`config.mk`:
```
export PLATFORM = sky130hd
export DESIGN_NAME = adc_scan_pwm
export DESIGN_NICKNAME = d
export VERILOG_FILES = /design/src/rtl/adc_scan_pkg.sv /design/src/rtl/pwm_gen.sv /design/src/rtl/adc_scan_pwm.sv
export SDC_FILE = /design/constraint.sdc
export NUM_CORES = 1
export LEC_CHECK = 0
export CAP_MARGIN = 20
export CORE_MARGIN = 2
export CORE_UTILIZATION = 40
export CTS_BUF_LIST = sky130_fd_sc_hd__clkbuf_4 sky130_fd_sc_hd__clkbuf_8
export CTS_CLUSTER_DIAMETER = 50
export DETAILED_ROUTE_END_ITERATION = 6
export PLACE_DENSITY = 0.58
export SLEW_MARGIN = 20
export SYNTH_ARGS = -nofsm -noshare
export SYNTH_HDL_FRONTEND = slang
export SYNTH_HIERARCHICAL = 1
export SYNTH_SLANG_ARGS = --single-unit
export TNS_END_PERCENT = 100
```
`constraint.sdc`:
```
create_clock -name clk -period 6.3 [get_ports clk]
set_input_delay 0.63 -clock clk [delete_from_list [all_inputs] [get_ports clk]]
set_output_delay 0.63 -clock clk [all_outputs]
set_load 0.05 [all_outputs]
```
`src/rtl/adc_scan_pkg.sv`:
```
// Shared definitions for the ADC channel scanner / PWM driver.
package adc_scan_pkg;

  // Scanner sequencing states.
  typedef enum logic [1:0] {
    IDLE  = 2'd0,
    REQ   = 2'd1,
    WAIT  = 2'd2,
    STORE = 2'd3
  } scan_state_e;

  // Zybo JXADC auxiliary-channel map: ch0..ch3 = 1E,17,1F,16, rest parked on 1E.
  localparam logic [55:0] ZYBO_CH_ADDR = {7'h1E, 7'h1E, 7'h1E, 7'h1E,
                                          7'h16, 7'h1F, 7'h17, 7'h1E};

  // Width of a channel index; a single channel still needs one bit.
  function automatic int ch_w(input int n);
    return (n > 1) ? $clog2(n) : 1;
  endfunction

endpackage

```
`src/rtl/pwm_gen.sv`:
```
// One PWM channel: latches its duty when the shared counter is at zero and
// compares the counter against it, so a new level only starts on a period boundary.
module pwm_gen #(
  parameter int DATA_W = 8
) (
  input  logic              clk,
  input  logic              rst,
  input  logic [DATA_W-1:0] cnt_i,
  input  logic [DATA_W-1:0] level_i,
  output logic              pwm_o
);

  logic [DATA_W-1:0] duty_q;
  logic [DATA_W-1:0] duty_d;
  logic              pwm_q;
  logic              pwm_d;

  // Duty only follows the filtered level at the start of a period.
  always_comb begin
    duty_d = (cnt_i == '0) ? level_i : duty_q;
    pwm_d  = (cnt_i < duty_d);
  end

  // Duty latch and registered compare output (glitch-free pin).
  always_ff @(posedge clk or posedge rst) begin
    if (rst) begin
      duty_q <= '0;
      pwm_q  <= 1'b0;
    end else begin
      duty_q <= duty_d;
      pwm_q  <= pwm_d;
    end
  end

  assign pwm_o = pwm_q;

endmodule

```
`src/rtl/adc_scan_pwm.sv`:
```
// Round-robin DRP reader over N_CH ADC channels with per-channel exponential
// smoothing, a sample strobe for downstream logic, and one PWM output per channel.
module adc_scan_pwm
  import adc_scan_pkg::*;
#(
  parameter int          N_CH     = 4,
  parameter int          DATA_W   = 8,
  parameter int          AVG_LOG2 = 2,
  parameter logic [55:0] CH_ADDR  = {8{7'h1E}},
  parameter int          TIMEOUT  = 255
) (
  input  logic                     clk,
  input  logic                     rst,
  input  logic                     eoc_in,
  input  logic                     drdy_in,
  input  logic [15:0]              do_in,
  output logic                     den,
  output logic [6:0]               daddr,
  output logic [N_CH-1:0]          pwm,
  output logic                     sample_valid,
  output logic [ch_w(N_CH)-1:0]    sample_ch,
  output logic [DATA_W-1:0]        sample_data,
  output logic                     err_timeout
);

  localparam int CH_W = ch_w(N_CH);
  // The wait counter only ever reaches TIMEOUT-1.
  localparam int TO_W = (TIMEOUT > 1) ? $clog2(TIMEOUT) : 1;
  localparam logic [TO_W-1:0] TO_LAST = TO_W'(TIMEOUT - 1);

  scan_state_e       state_q;
  logic [CH_W-1:0]   ch_q;
  logic [CH_W-1:0]   ch_adv;
  logic              den_q;
  logic [TO_W-1:0]   to_cnt_q;
  logic [DATA_W-1:0] raw_q;
  logic              err_q;
  logic              sv_q;
  logic [CH_W-1:0]   sch_q;
  logic [DATA_W-1:0] sdata_q;
  logic [DATA_W-1:0] filt_q [N_CH];
  logic [DATA_W-1:0] filt_cur;
  logic [DATA_W-1:0] filt_d;
  logic [6:0]        daddr_sel;
  logic [DATA_W-1:0] pwm_cnt_q;

  // Only the top DATA_W bits of the DRP word carry the kept result.
  logic unused_low_bits;
  assign unused_low_bits = ^do_in[15-DATA_W:0];

  // One smoothing step: cur + ((raw - cur) >>> AVG_LOG2) in DATA_W+1 signed bits.
  // The result always lies between cur and raw, so truncation never wraps.
  function automatic logic [DATA_W-1:0] smooth_step(input logic [DATA_W-1:0] cur,
                                                    input logic [DATA_W-1:0] raw);
    logic signed [DATA_W:0] diff;
    logic signed [DATA_W:0] sum;
    diff = $signed({1'b0, raw}) - $signed({1'b0, cur});
    sum  = $signed({1'b0, cur}) + (diff >>> AVG_LOG2);
    return sum[DATA_W-1:0];
  endfunction

  // Decode the current channel into its filter state and DRP address.
  always_comb begin
    filt_cur  = '0;
    daddr_sel = CH_ADDR[6:0];
    for (int i = 0; i < N_CH; i++) begin
      if (ch_q == CH_W'(i)) begin
        filt_cur  = filt_q[i];
        daddr_sel = CH_ADDR[7*i +: 7];
      end
    end
  end

  // Next channel in round-robin order and the smoothed value for the current one.
  always_comb begin
    ch_adv = (ch_q == CH_W'(N_CH - 1)) ? '0 : ch_q + CH_W'(1);
    filt_d = smooth_step(filt_cur, raw_q);
  end

  // Scan sequencer: request, wait for data or give up, then publish the sample.
  always_ff @(posedge clk or posedge rst) begin
    if (rst) begin
      state_q  <= IDLE;
      ch_q     <= '0;
      den_q    <= 1'b0;
      to_cnt_q <= '0;
      raw_q    <= '0;
      err_q    <= 1'b0;
      sv_q     <= 1'b0;
      sch_q    <= '0;
      sdata_q  <= '0;
    end else begin
      den_q <= 1'b0;
      sv_q  <= 1'b0;
      case (state_q)
        IDLE: begin
          if (eoc_in) begin
            den_q   <= 1'b1;
            state_q <= REQ;
          end
        end
        REQ: begin
          to_cnt_q <= '0;
          state_q  <= WAIT;
        end
        WAIT: begin
          if (drdy_in) begin
            raw_q   <= do_in[15 -: DATA_W];
            state_q <= STORE;
          end else if (to_cnt_q == TO_LAST) begin
            // Abandon this channel; its filter state keeps the previous value.
            err_q   <= 1'b1;
            ch_q    <= ch_adv;
            state_q <= IDLE;
          end else begin
            to_cnt_q <= to_cnt_q + TO_W'(1);
          end
        end
        STORE: begin
          sv_q    <= 1'b1;
          sch_q   <= ch_q;
          sdata_q <= filt_d;
          ch_q    <= ch_adv;
          state_q <= IDLE;
        end
        default: state_q <= IDLE;
      endcase
    end
  end

  // Per-channel filter state, written once per completed read.
  always_ff @(posedge clk or posedge rst) begin
    if (rst) begin
      for (int i = 0; i < N_CH; i++) filt_q[i] <= '0;
    end else if (state_q == STORE) begin
      for (int i = 0; i < N_CH; i++) begin
        if (ch_q == CH_W'(i)) filt_q[i] <= filt_d;
      end
    end
  end

  // Shared free-running PWM period counter; wraps naturally at 2^DATA_W.
  always_ff @(posedge clk or posedge rst) begin
    if (rst) pwm_cnt_q <= '0;
    else     pwm_cnt_q <= pwm_cnt_q + DATA_W'(1);
  end

  for (genvar g = 0; g < N_CH; g++) begin : g_pwm
    pwm_gen #(
      .DATA_W (DATA_W)
    ) u_pwm (
      .clk     (clk),
      .rst     (rst),
      .cnt_i   (pwm_cnt_q),
      .level_i (filt_q[g]),
      .pwm_o   (pwm[g])
    );
  end

  assign den          = den_q;
  assign daddr        = daddr_sel;
  assign sample_valid = sv_q;
  assign sample_ch    = sch_q;
  assign sample_data  = sdata_q;
  assign err_timeout  = err_q;

endmodule

```
==> flow_results.org <==
** Timing
- Maximum operating frequency :: about 0.18 GHz
- Hold slack :: 0.479 ns
- Clock skew on the completed layout was measured at 0.0169 ns.
- Setup violations remaining at the end of the flow were counted as 0.
- Transition time at the pin with the least slew margin :: 0.823 ns
- Period utilization :: 0.902
- Setup slack on the critical path of the routed design comes to 0.617 ns.
- Unrepaired setup endpoints after global routing :: no
- Accumulated negative setup slack :: 0 ns
- The worst pin sits at a relative slew slack of 0.452.
- Final hold violation count :: 0
- The clock period could shrink to 5.68 ns.
- Count of final max-slew check failures :: 0

** Setup path
- Worst-path fanout max :: 16
- Start point of the critical path :: ch_q[1]
- Setup slack on the worst reg-to-reg path comes out at 0.62 ns.
- The signal on the critical path passes through inv_1 > ha_1 > nor2b_1 > a22oi_1 > nor2_1 > a21oi_1 > nor2_1 > a21oi_1 > ha_1 > or4_4 > o22a_1 > maj3_2 > xor2_1 > inv_1 > fa_1 > nor2b_1 > a2111oi_1 > nor2_1 > xor2_1 > o21ai_0.
- Counting both buffers and inverters, the worst setup path holds a total of 2.
- Arrival time of data at the critical path endpoint :: between 5 and 6 ns
- Kind of launch point of the worst setup path :: register
- STA classifies the critical path endpoint as a register.
- Top delay family on crit path :: adder cells
- Crit-path most repeated cell :: sky130_fd_sc_hd__nor2_1
- On the worst path, the slowest cell contributes a delay of between 0.6 and 0.7 ns.
- By startpoint and endpoint, the worst setup path is classified as register to register.
- At the worst endpoint, the required time is 6.53 ns.
- Beginning of the worst register-to-register path :: ch_q[1]
- The slowest stage of the critical path is the sky130_fd_sc_hd__a2111oi_1 cell.

** Yosys
- The synthesized netlist contains 63 unique library cells.
- During synthesis, Yosys emitted a total of 6 warnings.
- Counting flops and latches in the post-synthesis netlist gives about 110.
- Syn Std Cell Area :: 6330 sq um
- In the synthesized netlist the dominant register cell turns out to be sky130_fd_sc_hd__dfrtp_1.
- The share of the Yosys chip area taken by registers is 0.431.
- After technology mapping, the gate count stands at 618.
- Mean instance size in the synthesized netlist :: between 10 and 15 sq um
- Number of flops mapped to enable cells by yosys :: 0
- Fraction of synthesis flops using an asynchronous set or reset pin :: 1.00

** Clocking
- After clock tree synthesis, the flow added hold-fix buffers numbering 0.
- TritonCTS built the clock tree.
- In this run the post-CTS setup repair buffer count came out at 0.
- Clock tree synthesis found a total of 109 sinks.
- The clock passes through at most 2 buffers.
- At the later pin of the worst-skew pair, clock insertion delay measures 0.39 ns.
- The tree is rooted in a sky130_fd_sc_hd__clkbuf_8.
- Post-CTS repair changed the size of 0 cells.
- CTS clock-pin slew for the worst setup and hold paths :: 0.11 ns
- CTS Buf Count :: 9
- Maximum level of the CTS H-tree :: 3

** Floorplanning
- After floorplanning, the core was sized to cover 15300 sq um.
- Effective utilization at floorplan :: 0.413
- Number of rows in the core area :: 45
- Die height :: about 130 um
- The die covers roughly 17000 sq um.
- IO Count :: 44
- The floorplan step set the die width to 130 um.

** Routing
- Via count :: 4470
- Before antenna repair, the detailed router went through 4 iterations.
- Final routed DRC violation total :: 0
- After detailed routing, the average wire length per cell comes to 16.1 um.
- Via/cell ratio :: 5.21
- In the detailed route, the total length drawn on met3 is 527 um.
- After detailed routing, the total wire length is 13800 um.
- Once detail routing completed, the nets flagged for antenna violations numbered 0.
- Met1 WL :: 6640 um
- The detailed router used layers up to and including met4.
- Summed over all nets, wire length on met2 after detailed routing comes to 6540 um.
- The first routing iteration left 236 violations.

** Outcome
- The flow ran to the end, and the final reports show no timing, DRC or antenna violations.

** Place
- At the placement stage, the worst setup path has a slack of around 0.73 ns.
- Area of placed instances :: 6800 sq um
- HPWL after DPL :: 10400 um
- Input and output buffers added on the ports amount to 28.
- Routability-driven placement finished with a final weighted congestion of between 0.8 and 0.9.

** Global routing
- Number of global-route vias before repair :: 4393
- The first global-routing pass estimated 22900 um of wire.
- Global route total overflow :: 0
- The initial antenna violation count was 0.
- Across every metal layer, demand over resource in global routing totals 0.176.
- Entering global routing, the biggest net connects 66 pins.

** Finish
- The net count of the finished layout is 711.
- Of the cells placed in the final design, the portion with a size suffix greater than 1 is 0.150.
- Antenna diode instance count :: 0
- The filler cells instantiated in the layout total approximately 1500.
- After routing the design area is 7000 sq um.
- The area growth from synthesis to layout is 10.6%.

** Hold path
- In this run the most critical hold path is launched from err_timeout.
- The tightest min-delay check is of the register to register type.

** Run
- The tool flagged a number of max-cap violations equal to 0.
==> area by class of cell <==
| class | instances | area, sq um | area share |
|---|---|---|---|
| clock buffers | 11 | 145 | 0.0207 |
| clock inverters | 5 | 60.1 | 0.00858 |
| inverters | 51 | 191 | 0.0273 |
| multi-input cells | 440 | 3310 | 0.473 |
| flip-flops and latches | 109 | 2730 | 0.390 |
| well taps | 211 | 264 | 0.0377 |
| repair buffers | 31 | 303 | 0.0433 |
==> kinds of logic (layout without fill, tap and decap cells) <==
| logic type | after synthesis | after routing | share of synthesized area |
|---|---|---|---|
| other cells | 2 | 7 | 0.00119 |
| fa+ha+maj | 50 | 50 | 0.0998 |
| xor+xnor | 17 | 17 | 0.0235 |
| flops | 109 | 109 | 0.431 |
| mux | 52 | 52 | 0.0953 |
| buf+inv | 74 | 98 | 0.0494 |
| compound gates | 137 | 137 | 0.145 |
| simple gates | 177 | 177 | 0.155 |
==> Yosys cell counts, drive strengths merged, types with 13 or more instances <==
master    n  area share
nor2     33       0.020
clkbuf   13      0.0077
nand3    18       0.014
mux2     30       0.060
mux2i    22       0.035
o21ai    37       0.029
ha       48       0.095
inv      50       0.030
a21oi    41       0.033
nand2    66       0.041
a21o     13       0.015
dfrtp   109        0.43
==> stage by stage <==
stage                     std cells  utilization
after CTS                       858        0.457
after detailed placement        842        0.444
after global placement          842        0.444
after floorplan                 623            -
after global routing            858        0.457
final                           858        0.457
==> flip-flops by register name, indices dropped and copies added, names as in the netlist <==
register            cells
ch_q                    2
sample_ch               2
den                     1
state_q                 2
pwm_cnt_q               8
sample_valid            1
raw_q                   8
to_cnt_q                8
sample_data             8
err_timeout             1
filt_q                 32
g_pwm.u_pwm/duty_q     32
g_pwm.u_pwm/pwm_o       4
==> placed cells by master (no fill, tap or decap), types with 5 or more instances in the layout <==
cell type                           n
sky130_fd_sc_hd__dfrtp_1          109
sky130_fd_sc_hd__nand2_1           62
sky130_fd_sc_hd__ha_1              48
sky130_fd_sc_hd__a21oi_1           40
sky130_fd_sc_hd__inv_1             37
sky130_fd_sc_hd__nor2_1            33
sky130_fd_sc_hd__o21ai_0           31
sky130_fd_sc_hd__clkdlybuf4s50_1   28
sky130_fd_sc_hd__mux2i_1           22
sky130_fd_sc_hd__nand3_1           18
sky130_fd_sc_hd__mux2_2            18
sky130_fd_sc_hd__a21o_1            13
sky130_fd_sc_hd__inv_2             13
sky130_fd_sc_hd__mux2_4            12
sky130_fd_sc_hd__xnor2_1           11
sky130_fd_sc_hd__o31ai_1           10
sky130_fd_sc_hd__clkbuf_8          10
sky130_fd_sc_hd__nor3_1             8
sky130_fd_sc_hd__and2b_2            8
sky130_fd_sc_hd__nor2b_1            7
sky130_fd_sc_hd__conb_1             7
sky130_fd_sc_hd__xor2_1             6
sky130_fd_sc_hd__o21ai_1            6
sky130_fd_sc_hd__nor4_2             6
sky130_fd_sc_hd__nand4_1            6
sky130_fd_sc_hd__a21boi_0           5
==> per-layer routing <==
| layer | track usage | vias up |
|---|---|---|
| met2 | 0.288 | 85 |
| met3 | 0.0349 | 10 |
| met4 | 0.0449 | 0 |
| li1 | - | 2225 |
| met5 | 0 | - |
| met1 | 0.239 | 2150 |
==> worst reg2reg max path, stage by stage, from the launching register on <==
cell                        delay [ns]
sky130_fd_sc_hd__dfrtp_1          0.40
sky130_fd_sc_hd__inv_1            0.09
sky130_fd_sc_hd__ha_1             0.36
sky130_fd_sc_hd__nor2b_1          0.26
sky130_fd_sc_hd__a22oi_1          0.09
sky130_fd_sc_hd__nor2_1           0.17
sky130_fd_sc_hd__a21oi_1          0.07
sky130_fd_sc_hd__nor2_1           0.11
sky130_fd_sc_hd__a21oi_1          0.10
sky130_fd_sc_hd__ha_1             0.29
sky130_fd_sc_hd__or4_4            0.55
sky130_fd_sc_hd__o22a_1           0.24
sky130_fd_sc_hd__maj3_2           0.36
sky130_fd_sc_hd__xor2_1           0.20
sky130_fd_sc_hd__inv_1            0.08
sky130_fd_sc_hd__fa_1             0.47
sky130_fd_sc_hd__nor2b_1          0.17
sky130_fd_sc_hd__a2111oi_1        0.66
sky130_fd_sc_hd__nor2_1           0.11
sky130_fd_sc_hd__xor2_1           0.57
sky130_fd_sc_hd__o21ai_0          0.17
==> path summary, 6_finish.rpt <==
path / depth (start not counted) / to
worst max register to register: 20 / filt_q[12]
worst min register to register: 1 / err_timeout
min in group asynchronous: 2 / pwm_cnt_q[4]
worst min-delay path: 1 / err_timeout
max in group asynchronous: 3 / raw_q[6]
worst max-delay path: 20 / filt_q[12]
Power is left out: the tool's default activity adds up to more than one toggle a clock period on the data nets, which glitch-free logic cannot reach.
==> RTL edit, RTL diff (config.mk and constraints unchanged) <==
The parameter `TIMEOUT` goes from 255 to 510.
--- a/src/rtl/adc_scan_pwm.sv
+++ b/src/rtl/adc_scan_pwm.sv
@@ -8,5 +8,5 @@
   parameter int          AVG_LOG2 = 2,
   parameter logic [55:0] CH_ADDR  = {8{7'h1E}},
-  parameter int          TIMEOUT  = 255
+  parameter int          TIMEOUT  = 510
 ) (
   input  logic                     clk,
Formal check against the unedited RTL: no difference found for any inputs over 10 cycles, from zero or initial values and one cycle with rst high; that may be too few to reach the edited logic, so the function may still have changed.
==> RTL edit against the unedited design <==
Worst setup slack improved by 0.25 ns; sequential cell count rose by 1; count of clock-buffer cells in the layout fell by 1; cell count rose by 0.23%; die area fell by 0.23%; routed wire length barely moved; critical endpoint is now filt_q[15]; synthesized cell count rose by 0.32%; area after synthesis fell by 0.24%; utilization barely moved; final area barely moved; highest routed layer unchanged; critical path depth rose by 4.
Power is left out: the tool's default activity adds up to more than one toggle a clock period on the data nets, which glitch-free logic cannot reach.
==> RTL edit: results (changes against the unedited design) <==
- TritonCTS buffer count: 9 (unchanged)
- Vias in the first global route: 4,599 (+4.7%)
- Top flop regs: filt_q: 32 flops, g_pwm.u_pwm/duty_q: 32 flops, to_cnt_q: 9 flops
- Vias per cell: 5.23 (+0.46%)
- DR iter-0 viols: 218 (-7.6%)
- Skew-Pair Late Insertion Delay: 0.39 ns (about the same)
- Total track usage: 0.178 (+0.00237)
- Max Fanout on Critical Path: 10 (-6)
- Maximum clock path buffer count: 2 (unchanged)
- Post-DP HPWL: 10,200 um (-1.5%)
- First-pass GRT wire length: 23,300 um (+1.6%)
- Placed instance count: 844 (+0.24%)
- Largest stage delay on the critical path: 0.49 ns (-0.17 ns)
- Crit path max-delay family: compound AO/OA/AOI/OAI gates
- CP max stage cell: or4_1
- Commonest cells in the netlist: dfrtp_1, nand2_1, ha_1
- Share of cells above drive strength 1: 0.137 (-0.0128)
- Non-Filler Instances: 860 (+0.23%)
- Port buffer count: 28 (unchanged)
- Initial antenna violation count: 0 (unchanged)
- Routed WL per cell: 16.1 um (-0.24%)
- H-Tree Depth: 3 (unchanged)
- Worst slew pin tran: 0.932 ns (+0.110 ns)
- Post-layout net count: 713 (+0.28%)
- Largest net degree at the start of global routing: 71 (+7.6%)
- Synth top area cells: dfrtp_1, ha_1, nand2_1
- Routability congestion estimate: 0.819 (-2.8%)
- Outcome: complete, no violations
- Clock Skew: 0.0132 ns (-0.00371 ns)
- Mean Syn Cell Area: 10.2 um^2 (-0.56%)
- Sequential share of the synthesized area: 0.436 (+0.00499)
- Number of library cell types mapped by synthesis: 64 (+1.6%)
- DP Worst Slack: 0.927 ns (+0.198 ns)
- Worst Path Arrival: 5.76 ns (-0.15 ns)
RTL edit: cell count changes after synthesis, moves of 4 or more:
cell       change
a21oi_1       -12
o21ai_1        -4
inv_1          +6
o31ai_1        -6
nand2_1        +5
or4_1          +6
o21ai_0       +12
nand3_1       +12
a221o_1        +5
a21o_1         -9
o2111ai_1      +4
RTL edit: tightest hold or removal path, delay by kind of cell, from the launching register on:
| family | cells | cell delay, ns |
|---|---|---|
| flops | 1 | 0.36 |
| simple gates | 2 | 0.11 |
RTL edit: layer usage:
metal / up-vias / track usage / routed length [um]
li1: 2217 / - / -
met1: 2212 / 0.231 / 6520
met2: 63 / 0.305 / 6760
met3: 9 / 0.0347 / 447
met4: 0 / 0.0468 / 114
met5: - / 0 / 0
RTL edit: path summary, 6_finish.rpt:
| path | start | end | slack [ns] | cells after the start |
|---|---|---|---|---|
| max | ch_q[0] | filt_q[15] | 0.87 | 24 |
| min | sample_data[0] | sample_data[0] | 0.49 | 2 |
| max reg2reg | ch_q[0] | filt_q[15] | 0.87 | 24 |
| min reg2reg | sample_data[0] | sample_data[0] | 0.49 | 2 |
| max in group asynchronous | rst | to_cnt_q[2] | 4.60 | 3 |
| min in group asynchronous | rst | pwm_cnt_q[5] | 0.59 | 2 |
RTL edit: final cells by class:
type	instances	area (um^2)
Sequential cell	110	2750
Fill cell	1468	8320
Inverter	56	210
Clock buffer	10	131
Clock inverter	6	77.6
Timing Repair Buffer	31	303
Multi-Input combinational cell	436	3260
Tap cell	211	264
RTL edit: stage by stage:
step,util,cell area (um^2)
finish,0.457,7000
global route,0.457,7000
floorplan,-,6330
global placement,0.443,6790
detailed placement,0.443,6790
CTS,0.457,7000
RTL edit: cells by family after synthesis:
logic type,count (synthesis),share of synthesized area
DFF,110,0.436
buffers and inverters,79,0.0515
muxes,50,0.0921
other,2,0.00119
adders and majority gates,50,0.100
and+or+nand+nor,185,0.159
xor gates and xnor gates,23,0.0319
AOI/OAI and AO/OA,121,0.128
